### src/rtl/collision_game_state_ctrl_pkg.sv
// Shared encodings and widths for the collision game state controller.
// The state constants keep the legacy Head.v numbering so existing renderers still decode GAME_STATE.
package collision_game_state_ctrl_pkg;

   localparam int GAME_STATE_LENGTH = 2;
   localparam int LIVES_LENGTH      = 2;

   typedef logic [GAME_STATE_LENGTH-1:0] game_state_t;
   typedef logic [LIVES_LENGTH-1:0]      lives_t;

   localparam game_state_t STATE_IDLE    = 2'd0;
   localparam game_state_t STATE_PLAYING = 2'd1;
   localparam game_state_t STATE_HIT     = 2'd2;
   localparam game_state_t STATE_OVER    = 2'd3;

endpackage

### src/rtl/collision_game_state_ctrl_if.sv
// Frame-rate handshake between the overlap judges, the game controller and the renderer.
// master = stimulus/judge side, slave = the controller.
interface collision_game_state_ctrl_if
   import collision_game_state_ctrl_pkg::*;
#(
   parameter int NUM_BLOCKS  = 4,
   parameter int SCORE_WIDTH = 10
);

   logic                   FRAME_TICK;
   logic                   START_KEY;
   logic [NUM_BLOCKS-1:0]  IS_OVERLAPPING_VEC;
   logic [NUM_BLOCKS-1:0]  BLOCK_PASSED_VEC;
   game_state_t            GAME_STATE;
   logic                   SCROLL_EN;
   logic [SCORE_WIDTH-1:0] SCORE;
   lives_t                 LIVES;
   logic                   FLASH;
   logic                   GAME_OVER_PULSE;

   modport master (
      output FRAME_TICK, START_KEY, IS_OVERLAPPING_VEC, BLOCK_PASSED_VEC,
      input  GAME_STATE, SCROLL_EN, SCORE, LIVES, FLASH, GAME_OVER_PULSE
   );

   modport slave (
      input  FRAME_TICK, START_KEY, IS_OVERLAPPING_VEC, BLOCK_PASSED_VEC,
      output GAME_STATE, SCROLL_EN, SCORE, LIVES, FLASH, GAME_OVER_PULSE
   );

endinterface

### src/rtl/collision_game_state_ctrl_overlap_persist_filter.sv
// Counts consecutive sampled frames with any overlap; confirm fires on the tick that completes the run,
// combinationally, so the controller can react in the same cycle and keep its outputs one register deep.
module overlap_persist_filter #(
   parameter int unsigned HIT_CONFIRM = 2
) (
   input  logic CLK,
   input  logic RESET,
   input  logic overlap,
   input  logic frame_tick,
   input  logic clear,
   output logic confirm
);

   localparam logic [2:0] LAST_COUNT = 3'(HIT_CONFIRM - 1);

   logic [2:0] persist;

   assign confirm = frame_tick && !clear && overlap && (persist == LAST_COUNT);

   always_ff @(posedge CLK) begin
      if (RESET || clear) begin
         persist <= '0;
      end else if (frame_tick) begin
         if (!overlap || confirm) persist <= '0;
         else                     persist <= persist + 3'd1;
      end
   end

endmodule

### src/rtl/collision_game_state_ctrl.sv
// Game state machine: lives, saturating score, scroll enable and invincibility flash,
// driven by the per-frame overlap and pass vectors from the block judges.
module collision_game_state_ctrl
   import collision_game_state_ctrl_pkg::*;
#(
   parameter int unsigned NUM_BLOCKS        = 4,
   parameter int unsigned HIT_CONFIRM       = 2,
   parameter int unsigned INVINCIBLE_FRAMES = 60,
   parameter int unsigned INIT_LIVES        = 3,
   parameter int unsigned SCORE_WIDTH       = 10,
   parameter int unsigned FLASH_PERIOD      = 8
) (
   input logic                        CLK,
   input logic                        RESET,
   collision_game_state_ctrl_if.slave bus
);

   game_state_t            state;
   logic                   scroll_en;
   logic [SCORE_WIDTH-1:0] score;
   lives_t                 lives;
   logic                   flash;
   logic                   over_pulse;
   logic [7:0]             inv_cnt;
   logic [7:0]             flash_cnt;
   logic                   start_q;
   logic                   start_edge;
   logic                   confirm;
   logic [SCORE_WIDTH:0]   passed;
   logic [SCORE_WIDTH:0]   score_sum;
   logic [SCORE_WIDTH-1:0] score_next;

   assign start_edge = bus.START_KEY && !start_q;

   overlap_persist_filter #(.HIT_CONFIRM(HIT_CONFIRM)) u_filter (
      .CLK        (CLK),
      .RESET      (RESET),
      .overlap    (|bus.IS_OVERLAPPING_VEC),
      .frame_tick (bus.FRAME_TICK),
      .clear      (state != STATE_PLAYING),
      .confirm    (confirm)
   );

   always_comb begin
      passed = '0;
      for (int unsigned i = 0; i < NUM_BLOCKS; i++) begin
         passed = passed + (SCORE_WIDTH+1)'(bus.BLOCK_PASSED_VEC[i]);
      end
      score_sum  = {1'b0, score} + passed;
      score_next = score_sum[SCORE_WIDTH] ? '1 : score_sum[SCORE_WIDTH-1:0];
   end

   // start_q follows the key even during reset, so a key held through reset needs a release first.
   always_ff @(posedge CLK) begin
      start_q <= bus.START_KEY;
   end

   always_ff @(posedge CLK) begin
      if (RESET) begin
         state      <= STATE_IDLE;
         scroll_en  <= 1'b0;
         score      <= '0;
         lives      <= LIVES_LENGTH'(INIT_LIVES);
         flash      <= 1'b0;
         over_pulse <= 1'b0;
         inv_cnt    <= '0;
         flash_cnt  <= '0;
      end else begin
         over_pulse <= 1'b0;
         case (state)
            STATE_IDLE: begin
               if (start_edge) begin
                  state     <= STATE_PLAYING;
                  scroll_en <= 1'b1;
                  lives     <= LIVES_LENGTH'(INIT_LIVES);
                  score     <= '0;
                  inv_cnt   <= '0;
                  flash_cnt <= '0;
               end
            end
            STATE_PLAYING: begin
               if (bus.FRAME_TICK) begin
                  score <= score_next;
                  if (confirm) begin
                     lives <= lives - 2'd1;
                     if (lives == 2'd1) begin
                        state      <= STATE_OVER;
                        scroll_en  <= 1'b0;
                        over_pulse <= 1'b1;
                     end else begin
                        state     <= STATE_HIT;
                        inv_cnt   <= 8'(INVINCIBLE_FRAMES);
                        flash_cnt <= '0;
                        flash     <= 1'b0;
                     end
                  end
               end
            end
            STATE_HIT: begin
               if (bus.FRAME_TICK) begin
                  score   <= score_next;
                  inv_cnt <= inv_cnt - 8'd1;
                  if (inv_cnt == 8'd1) begin
                     state     <= STATE_PLAYING;
                     flash     <= 1'b0;
                     flash_cnt <= '0;
                  end else if (flash_cnt == 8'(FLASH_PERIOD - 1)) begin
                     flash_cnt <= '0;
                     flash     <= ~flash;
                  end else begin
                     flash_cnt <= flash_cnt + 8'd1;
                  end
               end
            end
            STATE_OVER: begin
               if (start_edge) state <= STATE_IDLE;
            end
            default: state <= STATE_IDLE;
         endcase
      end
   end

   assign bus.GAME_STATE      = state;
   assign bus.SCROLL_EN       = scroll_en;
   assign bus.SCORE           = score;
   assign bus.LIVES           = lives;
   assign bus.FLASH           = flash;
   assign bus.GAME_OVER_PULSE = over_pulse;

endmodule

### src/flat_wrapper.sv
// flat-port wrapper written by rule: the top's interface ports become plain ports
module collision_game_state_ctrl_flat import collision_game_state_ctrl_pkg::*;
#(
   parameter int unsigned NUM_BLOCKS        = 4,
   parameter int unsigned HIT_CONFIRM       = 2,
   parameter int unsigned INVINCIBLE_FRAMES = 60,
   parameter int unsigned INIT_LIVES        = 3,
   parameter int unsigned SCORE_WIDTH       = 10,
   parameter int unsigned FLASH_PERIOD      = 8
)
  (CLK, RESET, bus_FRAME_TICK, bus_START_KEY, bus_IS_OVERLAPPING_VEC, bus_BLOCK_PASSED_VEC, bus_GAME_STATE, bus_SCROLL_EN, bus_SCORE, bus_LIVES, bus_FLASH, bus_GAME_OVER_PULSE);
  collision_game_state_ctrl_if #(.NUM_BLOCKS(NUM_BLOCKS), .SCORE_WIDTH(SCORE_WIDTH)) bus_i ();
  input logic CLK;
  input logic RESET;
  input wire logic [$bits(bus_i.FRAME_TICK)-1:0] bus_FRAME_TICK;
  input wire logic [$bits(bus_i.START_KEY)-1:0] bus_START_KEY;
  input wire logic [$bits(bus_i.IS_OVERLAPPING_VEC)-1:0] bus_IS_OVERLAPPING_VEC;
  input wire logic [$bits(bus_i.BLOCK_PASSED_VEC)-1:0] bus_BLOCK_PASSED_VEC;
  output wire logic [$bits(bus_i.GAME_STATE)-1:0] bus_GAME_STATE;
  output wire logic [$bits(bus_i.SCROLL_EN)-1:0] bus_SCROLL_EN;
  output wire logic [$bits(bus_i.SCORE)-1:0] bus_SCORE;
  output wire logic [$bits(bus_i.LIVES)-1:0] bus_LIVES;
  output wire logic [$bits(bus_i.FLASH)-1:0] bus_FLASH;
  output wire logic [$bits(bus_i.GAME_OVER_PULSE)-1:0] bus_GAME_OVER_PULSE;
  assign bus_i.FRAME_TICK = bus_FRAME_TICK;
  assign bus_i.START_KEY = bus_START_KEY;
  assign bus_i.IS_OVERLAPPING_VEC = bus_IS_OVERLAPPING_VEC;
  assign bus_i.BLOCK_PASSED_VEC = bus_BLOCK_PASSED_VEC;
  assign bus_GAME_STATE = bus_i.GAME_STATE;
  assign bus_SCROLL_EN = bus_i.SCROLL_EN;
  assign bus_SCORE = bus_i.SCORE;
  assign bus_LIVES = bus_i.LIVES;
  assign bus_FLASH = bus_i.FLASH;
  assign bus_GAME_OVER_PULSE = bus_i.GAME_OVER_PULSE;
  collision_game_state_ctrl #(.NUM_BLOCKS(NUM_BLOCKS), .HIT_CONFIRM(HIT_CONFIRM), .INVINCIBLE_FRAMES(INVINCIBLE_FRAMES), .INIT_LIVES(INIT_LIVES), .SCORE_WIDTH(SCORE_WIDTH), .FLASH_PERIOD(FLASH_PERIOD)) u_core (.CLK(CLK), .RESET(RESET), .bus(bus_i));
endmodule
### config.mk
export PLATFORM = sky130hd
export DESIGN_NAME = collision_game_state_ctrl_flat
export DESIGN_NICKNAME = d
export VERILOG_FILES = /design/src/rtl/collision_game_state_ctrl_pkg.sv /design/src/rtl/collision_game_state_ctrl_if.sv /design/src/rtl/collision_game_state_ctrl_overlap_persist_filter.sv /design/src/rtl/collision_game_state_ctrl.sv /design/src/flat_wrapper.sv
export SDC_FILE = /design/constraint.sdc
export NUM_CORES = 1
export LEC_CHECK = 0
export ABC_AREA = 1
export CORE_ASPECT_RATIO = 1.2
export CORE_UTILIZATION = 50
export CTS_CLUSTER_DIAMETER = 40
export DETAILED_ROUTE_END_ITERATION = 12
export DONT_BUFFER_PORTS = 1
export PLACE_DENSITY = 0.69
export REMOVE_ABC_BUFFERS = 1
export SYNTH_ARGS = -nofsm -noshare
export SYNTH_HDL_FRONTEND = slang
export SYNTH_SLANG_ARGS = --single-unit
### constraint.sdc
create_clock -name CLK -period 3.7 [get_ports CLK]
set_input_delay 0.74 -clock CLK [delete_from_list [all_inputs] [get_ports CLK]]
set_output_delay 0.74 -clock CLK [all_outputs]
set_load 0.02 [all_outputs]
* Word-level counts from Yosys, hierarchy flattened
Index checks and enable logic that the tools add are counted.
** Word-level totals
- Output and inout bits :: 17
- Memories :: 0
- Bits of input ports :: 12
- Memory bits (read-only) :: 0
- Word-level logic and storage cells :: 106
- Latch bits :: 0
- RAM bits :: 0
- Register bits :: 37
** Operators by class
- Muxes and demuxes :: 43
- Bitwise logic cells :: 4
- Div/mod/pow operators :: 0
- Add/subtract/negate cells :: 8
- Eq/ne operators :: 18
- Magnitude comparators :: 0
- Reduce and logical (&&, ||, !) cells :: 23
- Shift operators :: 0
- Multipliers :: 0
** Operators by type and width (number)
- two-way mux 8 bit :: 11
- one-hot mux 8 bit (3 select lines) :: 2
- two-way mux 10 bit :: 3
- adder 11 x 1 -> 11 bit :: 2
- one-hot mux 10 bit (2 select lines) :: 1
- two-way mux 2 bit :: 9
- AND reduction 6 bit :: 3
- two-way mux 1 bit :: 12
- != test 2 x 1 -> 1 bit (second input constant) :: 6
- adder 10 x 11 -> 11 bit :: 1
- adder 8 x 1 -> 8 bit (second input constant) :: 1
- equality test 8 x 1 -> 1 bit (second input constant) :: 1
- equality test 8 x 3 -> 1 bit (second input constant) :: 1
- != test 2 bit (second input constant) :: 4
- one-hot mux 2 bit (4 select lines) :: 1
- OR reduction 4 bit :: 2
- subtractor 8 x 1 -> 8 bit (second input constant) :: 1
- nonzero test 2 bit :: 3
- AND reduction 5 bit :: 1
- equality test 2 x 1 -> 1 bit (second input constant) :: 2
- equality test 2 bit (second input constant) :: 2
- logical AND 1 bit :: 4
- inverter 1 bit :: 4
- one-hot mux 1 bit (2 select lines) :: 2
- other kinds (14) :: 17

* Longest topological paths before layout
Gate-level depths: netlist of run 1.
- Depth in word-level cells :: 8
- Mapped depth :: 15

* Hierarchy
Synthesis of run 1 repeated with hierarchy kept, for this count alone.
** Unflattened totals
- Cell total of the unflattened synthesis :: 344
- Area total of the unflattened synthesis :: 2446.1 um^2
** Modules (own cells, without submodules)
- collision_game_state_ctrl :: area an instance 2232.1 um^2, seq. area each 680.7 um^2, times used 1, cells each 314
- overlap_persist_filter :: area an instance 214.0 um^2, seq. area each 60.1 um^2, times used 1, cells each 30

* Worst setup path before layout of run 1
No wires, ideal clock.
- Kind :: input to register
- Start point :: in bus_BLOCK_PASSED_VEC[0]
- End point :: reg u_core.score[7], in the netlist u_core.bus.SCORE[7]
- Cell stages on the path :: 14
- Data required time :: 3.630 ns
- Library setup time :: 0.070 ns
- Arrival time :: 2.762 ns
- Setup slack :: 0.868 ns
- Cells stage by stage :: ha_1 -> inv_1 -> fa_1 -> inv_1 -> ha_1 -> inv_1 -> fa_1 -> inv_1 -> nand2_1 -> nand2_1 -> nand4_1 -> nand3_1 -> nand2_1 -> a21oi_1
** Between the ends
- Longest elaborated chain between the ends :: 7
** RTL lines
- start: declaration :: line flat_wrapper.sv:18 : input wire logic [$bits(bus_i.BLOCK_PASSED_VEC)-1:0] bus_BLOCK_PASSED_VEC;
- adder 1 x 1 -> 2 bit :: line collision_game_state_ctrl.sv:47 : passed = passed + (SCORE_WIDTH+1)'(bus.BLOCK_PASSED_VEC[i]);
- adder 11 x 1 -> 11 bit (2 in a row) :: line collision_game_state_ctrl.sv:47
- adder 10 x 11 -> 11 bit :: line collision_game_state_ctrl.sv:49 : score_sum = {1'b0, score} + passed;
- two-way mux 10 bit :: line collision_game_state_ctrl.sv:50 : score_next = score_sum[SCORE_WIDTH] ? '1 : score_sum[SCORE_WIDTH-1:0];
- two-way mux 10 bit :: line collision_game_state_ctrl.sv:82, collision_game_state_ctrl.sv:100
- one-hot mux 10 bit (2 select lines) :: line collision_game_state_ctrl.sv:70 : case (state)
- end signal: assignment :: line collision_game_state_ctrl.sv:83 : score <= score_next;
- end signal: assignment :: line collision_game_state_ctrl.sv:101 : score <= score_next;
- end: declaration :: line collision_game_state_ctrl.sv:20 : logic [SCORE_WIDTH-1:0] score;
Every way passes these cells. The select of a mux whose other input is x is not followed.
A chain may end at the register's enable or synchronous reset.

* Worst setup path after layout of run 1
- Start point :: in bus_BLOCK_PASSED_VEC[0]
- End point :: reg u_core.score[2], in the netlist u_core.bus.SCORE[2]
Same word-level chain as after synthesis.

==> results.md, run 1 <==
Status:
- The flow ran to the end, and the final reports show no timing, DRC or antenna violations.

Synthesis:
- The sequential element share of the synthesized area is 31.46%.
- During synthesis, Yosys emitted a total of 0 warnings.
- Among all flip-flop cells after synthesis, the most frequent one is sky130_fd_sc_hd__dfxtp_1.
- The post-synthesis async set-or-reset flop share is 0%.
- Of all cell types, the one taking the most synthesized area is sky130_fd_sc_hd__dfxtp_1.
- The synthesized instance count is 373.
- In this run the cell area of the synthesized design comes to 2355 um^2.
- The number of synthesized flops with an enable pin is 0.
- Synthesis inferred 37 register bits.
- Synthesis instantiated 27 different standard cells from the library.
- Of the post-synthesis cell area, the dominant cell type holds 31.46%.
- Each instance of the synthesized netlist takes up on average 6.313 um^2.
- Sorting the synthesized cells by area gives the leading types as sky130_fd_sc_hd__dfxtp_1, sky130_fd_sc_hd__nand2_1, sky130_fd_sc_hd__inv_1.

Run:
- The number of max-capacitance violations reported is 0.

STA:
- The clock arrives with 0.004081 ns of skew.
- The worst slew margin relative to its limit is 72.82%.
- The portion of the clock cycle consumed by the worst path in the final layout is 74.57%.
- Adding up every negative setup slack in the final design gives 0 ns.
- Setup repair after global routing left no endpoint under its margin.
- The final critical-path setup slack is 0.9407 ns.
- The final max-slew violation count is 0.
- At the pin with the least slew margin, the transition time is 0.4072 ns.
- Setup violations remaining at the end of the flow were counted as 0.
- The maximum clock frequency is 362.4 MHz.
- The final hold violation count is 0.
- The shortest period the worst path allows is 2.759 ns.

CTS:
- The count of cells resized by post-cts repair is 0.
- After clock tree synthesis, the clock-pin slew on the worst setup and hold paths is 0.07 ns.
- The number of buffers inserted for hold repair after clock tree synthesis is 0.
- The tree is rooted in a sky130_fd_sc_hd__clkbuf_8.
- For the worst-skew pair, the clock arrives at the later sink with an insertion delay of 0.28 ns.
- The TritonCTS clock tree is built.
- The number of clock buffers added by TritonCTS is 5.
- Once the clock tree was built, the setup fixing pass inserted 0 buffers.
- The clock tree synthesis step divided the H-tree into 2 levels.
- The clock drives 37 sinks.
- No sink is reached through more buffers than the 2 on the longest clock path.

Global route:
- The number of global-route vias before repair came to 2,019.
- The total congestion overflow is 0.
- Global routing used 21.56% of the available tracks.
- The number of antenna violations at the first check in global routing is 0.
- The global-route wire length before repair is 8625 um.
- Entering global routing, the biggest net connects 23 pins.

Layout:
- The post-synthesis to final-layout area growth is 5.473%.
- The filler cell count in the final layout is 467.
- Of the cells placed in the final design, the portion with a size suffix greater than 1 is 4.278%.
- The number of nets in the finished design is 403.
- The diode insertion count for antenna repair is 0.
- Leaving out fill and tap cells, the most frequent cells in the layout are sky130_fd_sc_hd__nand2_1, sky130_fd_sc_hd__inv_1, sky130_fd_sc_hd__nor2_1, sky130_fd_sc_hd__dfxtp_1, sky130_fd_sc_hd__a21oi_1.
- Leaving out fill and tap cells, the most frequent cell in the layout is sky130_fd_sc_hd__nand2_1.

Power and ir drop:
- The ratio of total power to cell area is 560.7 nW/um^2.
- VDD sags by at most 0.2362 mV.
- For this design the static power due to leakage is 0.001125 uW.

Die:
- The boundary pin count is 29.
- The vertical die dimension is 77.18 um.
- The die covers 4989 um^2.
- Measured along the x axis, the die boundary spans 64.65 um.
- Row generation in the floorplan step produced 27 rows.
- The total area inside the core boundary comes to 4561 um^2.
- The starting density of the core is 51.63%.

Detailed routing:
- The detail route stage leaves a number of antenna-violating nets equal to 0.
- The number of vias after detailed routing is 2,180.
- The first detailed-routing pass took 4 iterations.
- The number of DRC markers after the initial detailed-route iteration is 112.
- The post-detailed-route DRC marker count is 0.
- After detailed routing, the number of vias per cell comes to 5.046.
- The routed wirelength normalized by instance count is 11.16 um.
- The overall routed net length is 4821 um.

Critical path:
- The category of the critical setup timing path is primary input to flop.
- The worst setup path is launched from a primary input.
- In this run the worst path has a maximum fanout of 8.
- The endpoint arrival time on the critical path is 2.97 ns.
- The worst setup path is captured at a flop.
- STA puts the critical path data required time at 3.91 ns.

Min path:
- The tightest min-delay check is of the flop to flop type.

Placed design:
- The worst slack after detailed placement is 0.6556 ns.
- The wire-length estimate of the detail-placed layout is 3574 um.
- The number of buffers added on ports is 0.
- The last weighted congestion value of the routability-driven placer is 0.8003.
==> cells by family (layout without fill, tap and decap cells) <==
| kind of cell | Yosys count | count (layout) | share of synthesized area (%) |
|---|---|---|---|
| compound gates | 50 | 50 | 11.21 |
| fa+ha+maj | 17 | 17 | 9.671 |
| flops | 37 | 37 | 31.46 |
| xor+xnor | 4 | 4 | 1.488 |
| buf+inv | 61 | 62 | 10.04 |
| simple gates | 204 | 204 | 36.13 |
==> per-layer routing <==
layer | GRT usage (%) | wire length, um | vias up | share of wire, %
li1 | - | - | 1167 | -
met4 | 6.667 | 59 | 0 | 1.2
met1 | 25.45 | 2156 | 965 | 45
met3 | 5.357 | 198 | 5 | 4.1
met5 | 0 | 0 | - | 0
met2 | 37.58 | 2407 | 43 | 50
==> state kept, by name, summed over array words and instances, names as in the netlist <==
register	flops
u_core.start_q	1
u_core.bus.FLASH	1
u_core.bus.GAME_STATE	2
u_core.bus.LIVES	2
u_core.flash_cnt	8
u_core.inv_cnt	8
u_core.bus.SCROLL_EN	1
u_core.u_filter.persist	3
u_core.bus.GAME_OVER_PULSE	1
u_core.bus.SCORE	10
==> through the flow <==
step	std cells	util (%)	hold WS, ns	instance area, um^2	power [uW]
5_1_grt	432	54.46	0.4626	2484	1533
6_report	432	54.46	0.4609	2484	1393
2_1_floorplan	367	-	0.4403	2325	991.2
3_5_place_dp	425	52.57	0.4544	2397	1117
3_3_place_gp	425	52.57	0.4501	2397	1104
4_1_cts	432	54.46	0.4646	2484	1405
==> path summary, 6_finish.rpt <==
path                                     end                  startpoint  cells after the start  slack, ns
setup reg to reg         u_core.bus.SCORE[2]         u_core.bus.SCORE[0]                     13       1.08
hold / removal    u_core.u_filter.persist[2]  u_core.u_filter.persist[2]                      2       0.46
setup / recovery         u_core.bus.SCORE[2]     bus_BLOCK_PASSED_VEC[0]                     14       0.94
hold reg to reg   u_core.u_filter.persist[2]  u_core.u_filter.persist[2]                      2       0.46
==> worst max-delay path, stage by stage <==
cell,delay (ns)
sky130_fd_sc_hd__ha_1,0.27
sky130_fd_sc_hd__inv_1,0.06
sky130_fd_sc_hd__fa_1,0.40
sky130_fd_sc_hd__inv_1,0.06
sky130_fd_sc_hd__ha_1,0.15
sky130_fd_sc_hd__inv_1,0.05
sky130_fd_sc_hd__fa_1,0.35
sky130_fd_sc_hd__inv_1,0.07
sky130_fd_sc_hd__nand2_1,0.06
sky130_fd_sc_hd__nand2_1,0.11
sky130_fd_sc_hd__nand4_1,0.28
sky130_fd_sc_hd__o21ai_0,0.17
sky130_fd_sc_hd__nand2_1,0.06
sky130_fd_sc_hd__a21oi_1,0.12
==> synthesized netlist by cell type, types with 2 or more instances <==
cell type                  count
sky130_fd_sc_hd__inv_1        53
sky130_fd_sc_hd__ha_1         15
sky130_fd_sc_hd__fa_1          2
sky130_fd_sc_hd__buf_2         3
sky130_fd_sc_hd__or2_2         3
sky130_fd_sc_hd__o21ai_0      14
sky130_fd_sc_hd__xor2_1        4
sky130_fd_sc_hd__nor2_1       44
sky130_fd_sc_hd__clkbuf_1      2
sky130_fd_sc_hd__a21oi_1      31
sky130_fd_sc_hd__o31ai_1       2
sky130_fd_sc_hd__nand2_1     122
sky130_fd_sc_hd__nor2_2        3
sky130_fd_sc_hd__nand4_1       4
sky130_fd_sc_hd__dfxtp_1      37
sky130_fd_sc_hd__nand3_1      22
sky130_fd_sc_hd__nand3b_1      2
==> report_power, final <==
group | switching, uW | internal [uW]
registers | 80.9 | 446
logic | 384 | 194
clock network | 139 | 148
total | 604 | 788
==> final cells by class <==
cell class | count | area, um^2 | share of cell area, %
Tap cell | 58 | 72.57 | 2.922
Sequential cell | 37 | 740.7 | 29.82
Clock buffer | 7 | 86.33 | 3.476
Multi-Input combinational cell | 275 | 1378 | 55.47
Inverter | 55 | 206.4 | 8.312
Note: power is estimated with default switching activity, not from simulation.
==> inputs of run 2 (changes only) <==
Clock period 3.7 ns to 2.7 ns, I/O delays scaled along.
==> run 2 against run 1 <==
Critical path depth grew 2. First-iteration DRC count is 21% lower. Hold slack lost 0.19 ns. Largest cell class unchanged. Die area unchanged. Clock power grew 50%. Global-route usage fell by 0.50 points.
==> results.md, run 2 (same netlist as run 1, synthesis figures left out) <==
Status:
- The flow ran to the end, and the final reports show no timing, DRC or antenna violations.

Power and ir drop:
- The ratio of total power to cell area is 769.5 nW/um^2 (+37%).
- The worst supply voltage drop on vdd is 0.2851 mV (+21%).
- The static leakage power came to 0.001159 uW (+3.0%).

Die:
- The starting density of the core is 51.63% (unchanged).
- The boundary pin count is 29 (unchanged).
- The die span in x is 64.65 um (unchanged).
- The vertical die dimension is 77.18 um (unchanged).
- The placement row count came to 27 (unchanged).
- The die area is 4989 um^2 (unchanged).
- The floorplan core area is 4561 um^2 (unchanged).

CTS:
- The number of buffers inserted for hold repair after clock tree synthesis came to 0 (unchanged).
- The root buffer cell is sky130_fd_sc_hd__clkbuf_8.
- The depth of the CTS H-tree is 2 (unchanged).
- The number of clock buffers inserted by TritonCTS was 5 (unchanged).
- The number of post-CTS setup repair buffers is 0 (unchanged).
- The count of cells resized by post-cts repair is 0 (unchanged).
- The buffer depth of the longest clock path is 2 (unchanged).
- The number of clock sinks is 37 (unchanged).
- The clock latency on the worst-skew pair is 0.28 ns (about the same).
- The TritonCTS clock tree is built.
- The clock transition at the registers of the reported paths came to 0.08 ns (about the same).

STA:
- The final max-slew violation count is 0 (unchanged).
- The measured slew at the worst slew-check pin is 0.4301 ns (+0.02289 ns).
- The final hold violation count was 0 (unchanged).
- After layout, the worst path uses 90.91% of the clock period.
- The total setup violations reported at the end of the flow is 0 (unchanged).
- Static timing analysis puts the maximum clock frequency at 407.4 MHz.
- The worst slew margin relative to its limit came to 71.29% (-1.5 points).
- The worst-case clock skew was 0.008151 ns (+0.004069 ns).
- The worst path in the final design needs a cycle of 2.455 ns, including I/O delays and setup.
- The final sum of negative setup slack is 0 ns (unchanged).
- Setup repair after global routing left no endpoint under its margin.

Critical path:
- The launching instance or port of the critical path is bus_BLOCK_PASSED_VEC[0].
- The data required time at the worst endpoint was 2.92 ns (-0.99 ns).
- The top fanout value on the critical path is 3 (-5).
- The nature of the critical path endpoint is a flop.
- The critical path in this run is classified as primary input to flop.
- The endpoint arrival time on the critical path came to 2.67 ns (-0.30 ns).
- The startpoint identified for the worst register-to-register timing path is u_core.bus.SCORE[0].
- The kind of start point of the critical path is a primary input.

Global route:
- The global-route wire length before repair is 8418 um (-2.4%).
- The pin count of the biggest net entering global routing is 23 (unchanged).
- The total routing usage reported by global routing is 21.07% (-0.50 points).
- The number of antenna violations at the first check in global routing came to 0 (unchanged).
- The number of global-route vias before repair was 1,971 (-2.4%).
- The total congestion overflow is 0 (unchanged).

Layout:
- The number of nets in the finished design came to 408 (+1.2%).
- The post-synthesis to final-layout area growth is 7.704%.
- The flip-flop count of the largest register after layout came to 10 (unchanged).
- The filler cell count in the final layout came to 467 (unchanged).
- The final instance count without filler cells is 438 (+1.4%).
- The proportion of layout cells with a drive suffix above 1 came to 6.053% (+1.8 points).
- The register area is 740.7 um^2 (unchanged).
- The final cell area excluding filler cells is 2536 um^2 (+2.1%).
- The library cells used most frequently in the layout, excluding fill and tap cells, are sky130_fd_sc_hd__nand2_1, sky130_fd_sc_hd__inv_1, sky130_fd_sc_hd__nor2_1, sky130_fd_sc_hd__dfxtp_1, sky130_fd_sc_hd__a21oi_1.
- The utilization after layout is 55.61% (+1.2 points).
- The most common cell after layout, fill and taps aside is sky130_fd_sc_hd__nand2_1.
- The area taken by multi-input logic gates is 1378 um^2 (unchanged).
- The diode insertion count for antenna repair is 0 (unchanged).

Placed design:
- The number of buffers added on ports is 0 (unchanged).
- The cell area after placement is 2435 um^2 (+1.6%).
- The post-DP HPWL was 3594 um (+0.56%).
- The number of instances in the placed design is 430 (+1.2%).
- The last weighted congestion value of the routability-driven placer is 0.8464 (+5.8%).

Detailed routing:
- The number of vias after detailed routing was 2,231 (+2.3%).
- The met3 wirelength from detailed routing is 154 um (-22%).
- The post-detailed-route DRC marker count was 0 (unchanged).
- The number of DRC markers after the initial detailed-route iteration is 88 (-21%).
- The routed length on met2 is 2418 um (+0.46%).
- The met1 routed wirelength after detailed routing was 2267 um (+5.1%).
- The remaining antenna violation count is 0 (unchanged).
- The routed wirelength normalized by instance count is 11.14 um (-0.14%).
- The routed via count divided by cell count is 5.094 (+0.94%).
- The overall routed net length is 4881 um (+1.2%).
- The number of detailed-route iterations in the first pass is 4 (unchanged).
- The topmost layer with routed signal wires is met4.

Run:
- The number of max-capacitance violations reported is 0 (unchanged).

Min path:
- The worst hold path begins at bus_START_KEY.
- The type of the worst min-delay path is primary input to flop.
-- run 2: stage by stage --
step | worst slack (ns) | power (uW) | hold WS [ns]
floorplan | 0.06862 | 1358 | 0.4403
global placement | 0.01363 | 1521 | 0.4502
detailed placement | -0.05659 | 1535 | 0.4607
CTS | 0.2497 | 1975 | 0.2668
global route | 0.06941 | 2130 | 0.2595
finish | 0.2454 | 1952 | 0.2746
-- run 2: worst paths after layout --
kind / slack, ns / cells after the start / to
worst max-delay path: 0.25 / 16 / u_core.bus.SCORE[4]
worst min-delay path: 0.27 / 0 / u_core.start_q
worst max register to register: 0.39 / 15 / u_core.bus.SCORE[4]
worst min register to register: 0.47 / 2 / u_core.u_filter.persist[2]
-- run 2: power breakdown --
part           switching (uW)  internal, uW
combinational             534           272
sequential                103           611
clock                     200           231
-- run 2: final cells by class --
| cell class | instances | share of cell area, % |
|---|---|---|
| timing repair buffer | 5 | 1.480 |
| clock buffer | 7 | 3.799 |
| tap | 58 | 2.861 |
| clock inverter | 1 | 0.1973 |
| sequential | 37 | 29.21 |
| multi-input combinational | 275 | 54.32 |
| inverter | 55 | 8.140 |
-- run 2: worst max-delay path: stages --
cell                      delay, ns
sky130_fd_sc_hd__ha_1          0.27
sky130_fd_sc_hd__inv_1         0.07
sky130_fd_sc_hd__fa_1          0.40
sky130_fd_sc_hd__inv_1         0.06
sky130_fd_sc_hd__ha_1          0.16
sky130_fd_sc_hd__inv_1         0.06
sky130_fd_sc_hd__fa_1          0.35
sky130_fd_sc_hd__inv_1         0.07
sky130_fd_sc_hd__nand2_1       0.06
sky130_fd_sc_hd__nand2_1       0.08
sky130_fd_sc_hd__buf_4         0.12
sky130_fd_sc_hd__nand2_1       0.06
sky130_fd_sc_hd__xor2_1        0.15
sky130_fd_sc_hd__nand2_1       0.06
sky130_fd_sc_hd__nand2_1       0.04
sky130_fd_sc_hd__a21oi_1       0.12
-- run 2: routing by layer --
layer,up-vias,GRT usage (%)
met5,-,0
met4,0,6.667
met3,2,4.315
met2,31,36.84
met1,1016,25.27
li1,1182,-
==> inputs of run 3 (changes only) <==
Settings changed: PLACE_DENSITY 0.69 to not set.
==> run 3 against run 2 <==
Maximum frequency up 0.96%. Sequential power hardly changed. Power shrank 2.8%. Combinational power is essentially flat. Register-to-register slack improved by 0.02 ns. Critical path depth fell by 1. Critical endpoint is now u_core.bus.SCORE[6].
==> results.md, run 3 (same netlist as run 1, synthesis figures left out) <==
Status:
- The run finished with clean final reports.

Die:
- The placement row count was 27 (unchanged).
- The die area is 4989 um^2 (unchanged).
- The die span in x is 64.65 um (unchanged).
- The vertical die dimension is 77.18 um (unchanged).
- The boundary pin count is 29 (unchanged).
- The floorplan core area came to 4561 um^2 (unchanged).
- The starting density of the core is 51.63% (unchanged).

CTS:
- The number of post-CTS setup repair buffers is 0 (unchanged).
- TritonCTS built the clock tree.
- The number of clock buffers inserted by TritonCTS came to 5 (unchanged).
- The depth of the CTS H-tree is 2 (unchanged).
- The number of clock sinks is 37 (unchanged).
- The clock latency on the worst-skew pair is 0.29 ns (about the same).
- The buffer depth of the longest clock path was 2 (unchanged).
- The root buffer cell is sky130_fd_sc_hd__clkbuf_8.
- The count of cells resized by post-cts repair is 0 (unchanged).
- The number of buffers inserted for hold repair after clock tree synthesis came to 0 (unchanged).
- The clock transition at the registers of the reported paths is 0.07 ns (about the same).

Layout:
- The library cells used most frequently in the layout, excluding fill and tap cells, are sky130_fd_sc_hd__nand2_1, sky130_fd_sc_hd__inv_1, sky130_fd_sc_hd__nor2_1, sky130_fd_sc_hd__dfxtp_1, sky130_fd_sc_hd__a21oi_1.
- The number of nets in the finished design is 408 (unchanged).
- The filler cell count in the final layout is 491 (+5.1%).
- The proportion of layout cells with a drive suffix above 1 is 5.263% (-0.79 points).
- The final instance count without filler cells is 438 (unchanged).
- The flip-flop count of the largest register after layout was 10 (unchanged).
- The post-synthesis to final-layout area growth is 6.801%.
- The final cell area excluding filler cells is 2515 um^2 (-0.84%).
- The library cell used most frequently in the layout, excluding fill and tap cells, is sky130_fd_sc_hd__nand2_1.
- The diode insertion count for antenna repair is 0 (unchanged).

Detailed routing:
- The overall routed net length is 4935 um (+1.1%).
- The number of detailed-route iterations in the first pass was 4 (unchanged).
- The routed via count divided by cell count is 5.000 (-1.8%).
- The routed wirelength normalized by instance count is 11.27 um (+1.1%).
- The post-detailed-route DRC marker count is 0 (unchanged).
- The number of vias after detailed routing is 2,190 (-1.8%).
- The number of DRC markers after the initial detailed-route iteration is 78 (-11%).
- The remaining antenna violation count came to 0 (unchanged).

Critical path:
- The critical path is of the primary input to flop type.
- In this run the critical register-to-register path is launched from u_core.bus.SCORE[0].
- The nature of the critical path endpoint is a flop.
- The largest individual stage delay along the critical path comes from the cell sky130_fd_sc_hd__fa_1.
- The cell seen most often among critical-path stages is sky130_fd_sc_hd__inv_1.
- The data required time at the worst endpoint is 2.92 ns (about the same).
- The signal on the critical path passes through ha_1 -> inv_1 -> fa_1 -> inv_1 -> ha_1 -> inv_1 -> fa_1 -> inv_1 -> nand2_1 -> nand2_1 -> buf_4 -> nand2_1 -> a21oi_1 -> o31ai_1 -> a21oi_1.
- The endpoint arrival time on the critical path was 2.65 ns (-0.02 ns).
- The peak per-stage delay on the critical path came to 0.40 ns (about the same).
- The kind of start point of the critical path is a primary input.
- The critical path starts at bus_BLOCK_PASSED_VEC[0].
- The top fanout value on the critical path was 3 (unchanged).

Power and ir drop:
- The static leakage power was 0.001144 uW (-1.3%).
- The post-layout total power is 1898 uW (-2.8%).
- The worst supply voltage drop on vdd came to 0.4158 mV (+46%).
- The ratio of total power to cell area is 754.6 nW/um^2 (-1.9%).

Global route:
- The total congestion overflow is 0 (unchanged).
- The number of global-route vias before repair was 2,063 (+4.7%).
- The global-route wire length before repair is 8638 um (+2.6%).
- The pin count of the biggest net entering global routing is 23 (unchanged).
- The total routing usage reported by global routing was 21.97% (+0.90 points).
- The number of antenna violations at the first check in global routing is 0 (unchanged).

STA:
- The final sum of negative setup slack was 0 ns (unchanged).
- The maximum clock frequency came to 411.3 MHz (+0.96%).
- The total setup violations reported at the end of the flow is 0 (unchanged).
- The final hold violation count is 0 (unchanged).
- The final max-slew violation count is 0 (unchanged).
- The measured slew at the worst slew-check pin was 0.4332 ns (+0.003160 ns).
- The shortest period the worst path allows is 2.431 ns (-0.02329 ns).
- The worst hold slack is 0.2721 ns (-0.002511 ns).
- The worst slew margin relative to its limit is 71.08% (-0.21 points).
- Setup repair after global routing left no endpoint under its margin.
- The portion of the clock cycle consumed by the worst path in the final layout came to 90.05% (-0.86 points).
- The worst-case clock skew is 0.004866 ns (-0.003284 ns).

Placed design:
- The last weighted congestion value of the routability-driven placer came to 0.8249 (-2.5%).
- The number of buffers added on ports is 0 (unchanged).
- The post-DP HPWL was 3694 um (+2.8%).
- The cell area after placement came to 2435 um^2 (unchanged).
- The number of instances in the placed design came to 430 (unchanged).

Min path:
- The startpoint identified for the worst hold timing path is bus_START_KEY.
- The type of the worst min-delay path is primary input to flop.

Run:
- The number of max-capacitance violations reported is 0 (unchanged).
## run 3: cell types whose count changed in the layout (fill, tap and decap cells not counted)
cell / before / now
sky130_fd_sc_hd__clkbuf_1: 0 / 3
sky130_fd_sc_hd__clkbuf_8: 7 / 5
sky130_fd_sc_hd__clkinv_2: 1 / 0
## run 3: area by class of cell
| cell class | count | area (um^2) | share of cell area (%) |
|---|---|---|---|
| clock buffers | 8 | 80.08 | 3.184 |
| flip-flops and latches | 37 | 740.7 | 29.45 |
| well taps | 58 | 72.57 | 2.886 |
| inverters | 55 | 206.4 | 8.209 |
| repair buffers | 5 | 37.54 | 1.493 |
| multi-input cells | 275 | 1378 | 54.78 |
## run 3: worst paths after layout
path | endpoint | slack, ns | cells after the start
setup / recovery | u_core.bus.SCORE[6] | 0.27 | 15
hold / removal | u_core.start_q | 0.27 | 0
setup reg to reg | u_core.bus.SCORE[6] | 0.41 | 14
hold reg to reg | u_core.u_filter.persist[2] | 0.46 | 2
## run 3: layer usage
metal	wire length [um]	track usage [%]	up-vias	part of all wire [%]
met2	2478	39.79	33	50
met5	0	0	-	0
met1	2232	24.84	970	45
li1	-	-	1181	-
met3	159	5.060	6	3.2
met4	65	6.889	0	1.3
## run 3: power by group
group / total, uW / switching (uW) / internal, uW
Sequential: 714 / 103 / 611
Clock: 375 / 191 / 184
Combinational: 809 / 535 / 274
## run 3: through the flow
stage | setup slack, ns | util, %
final | 0.2687 | 55.14
after global routing | 0.08920 | 55.14
after CTS | 0.2559 | 55.14
after detailed placement | -0.06751 | 53.39
after global placement | -0.01849 | 53.39
after floorplan | 0.06862 | -
## run 3: critical path, delay by kind of cell
kind / cells / cell delay, ns
AOI/OAI and AO/OA: 3 / 0.36
adders and majority gates: 4 / 1.16
buffers and inverters: 5 / 0.39
and+or+nand+nor: 3 / 0.20
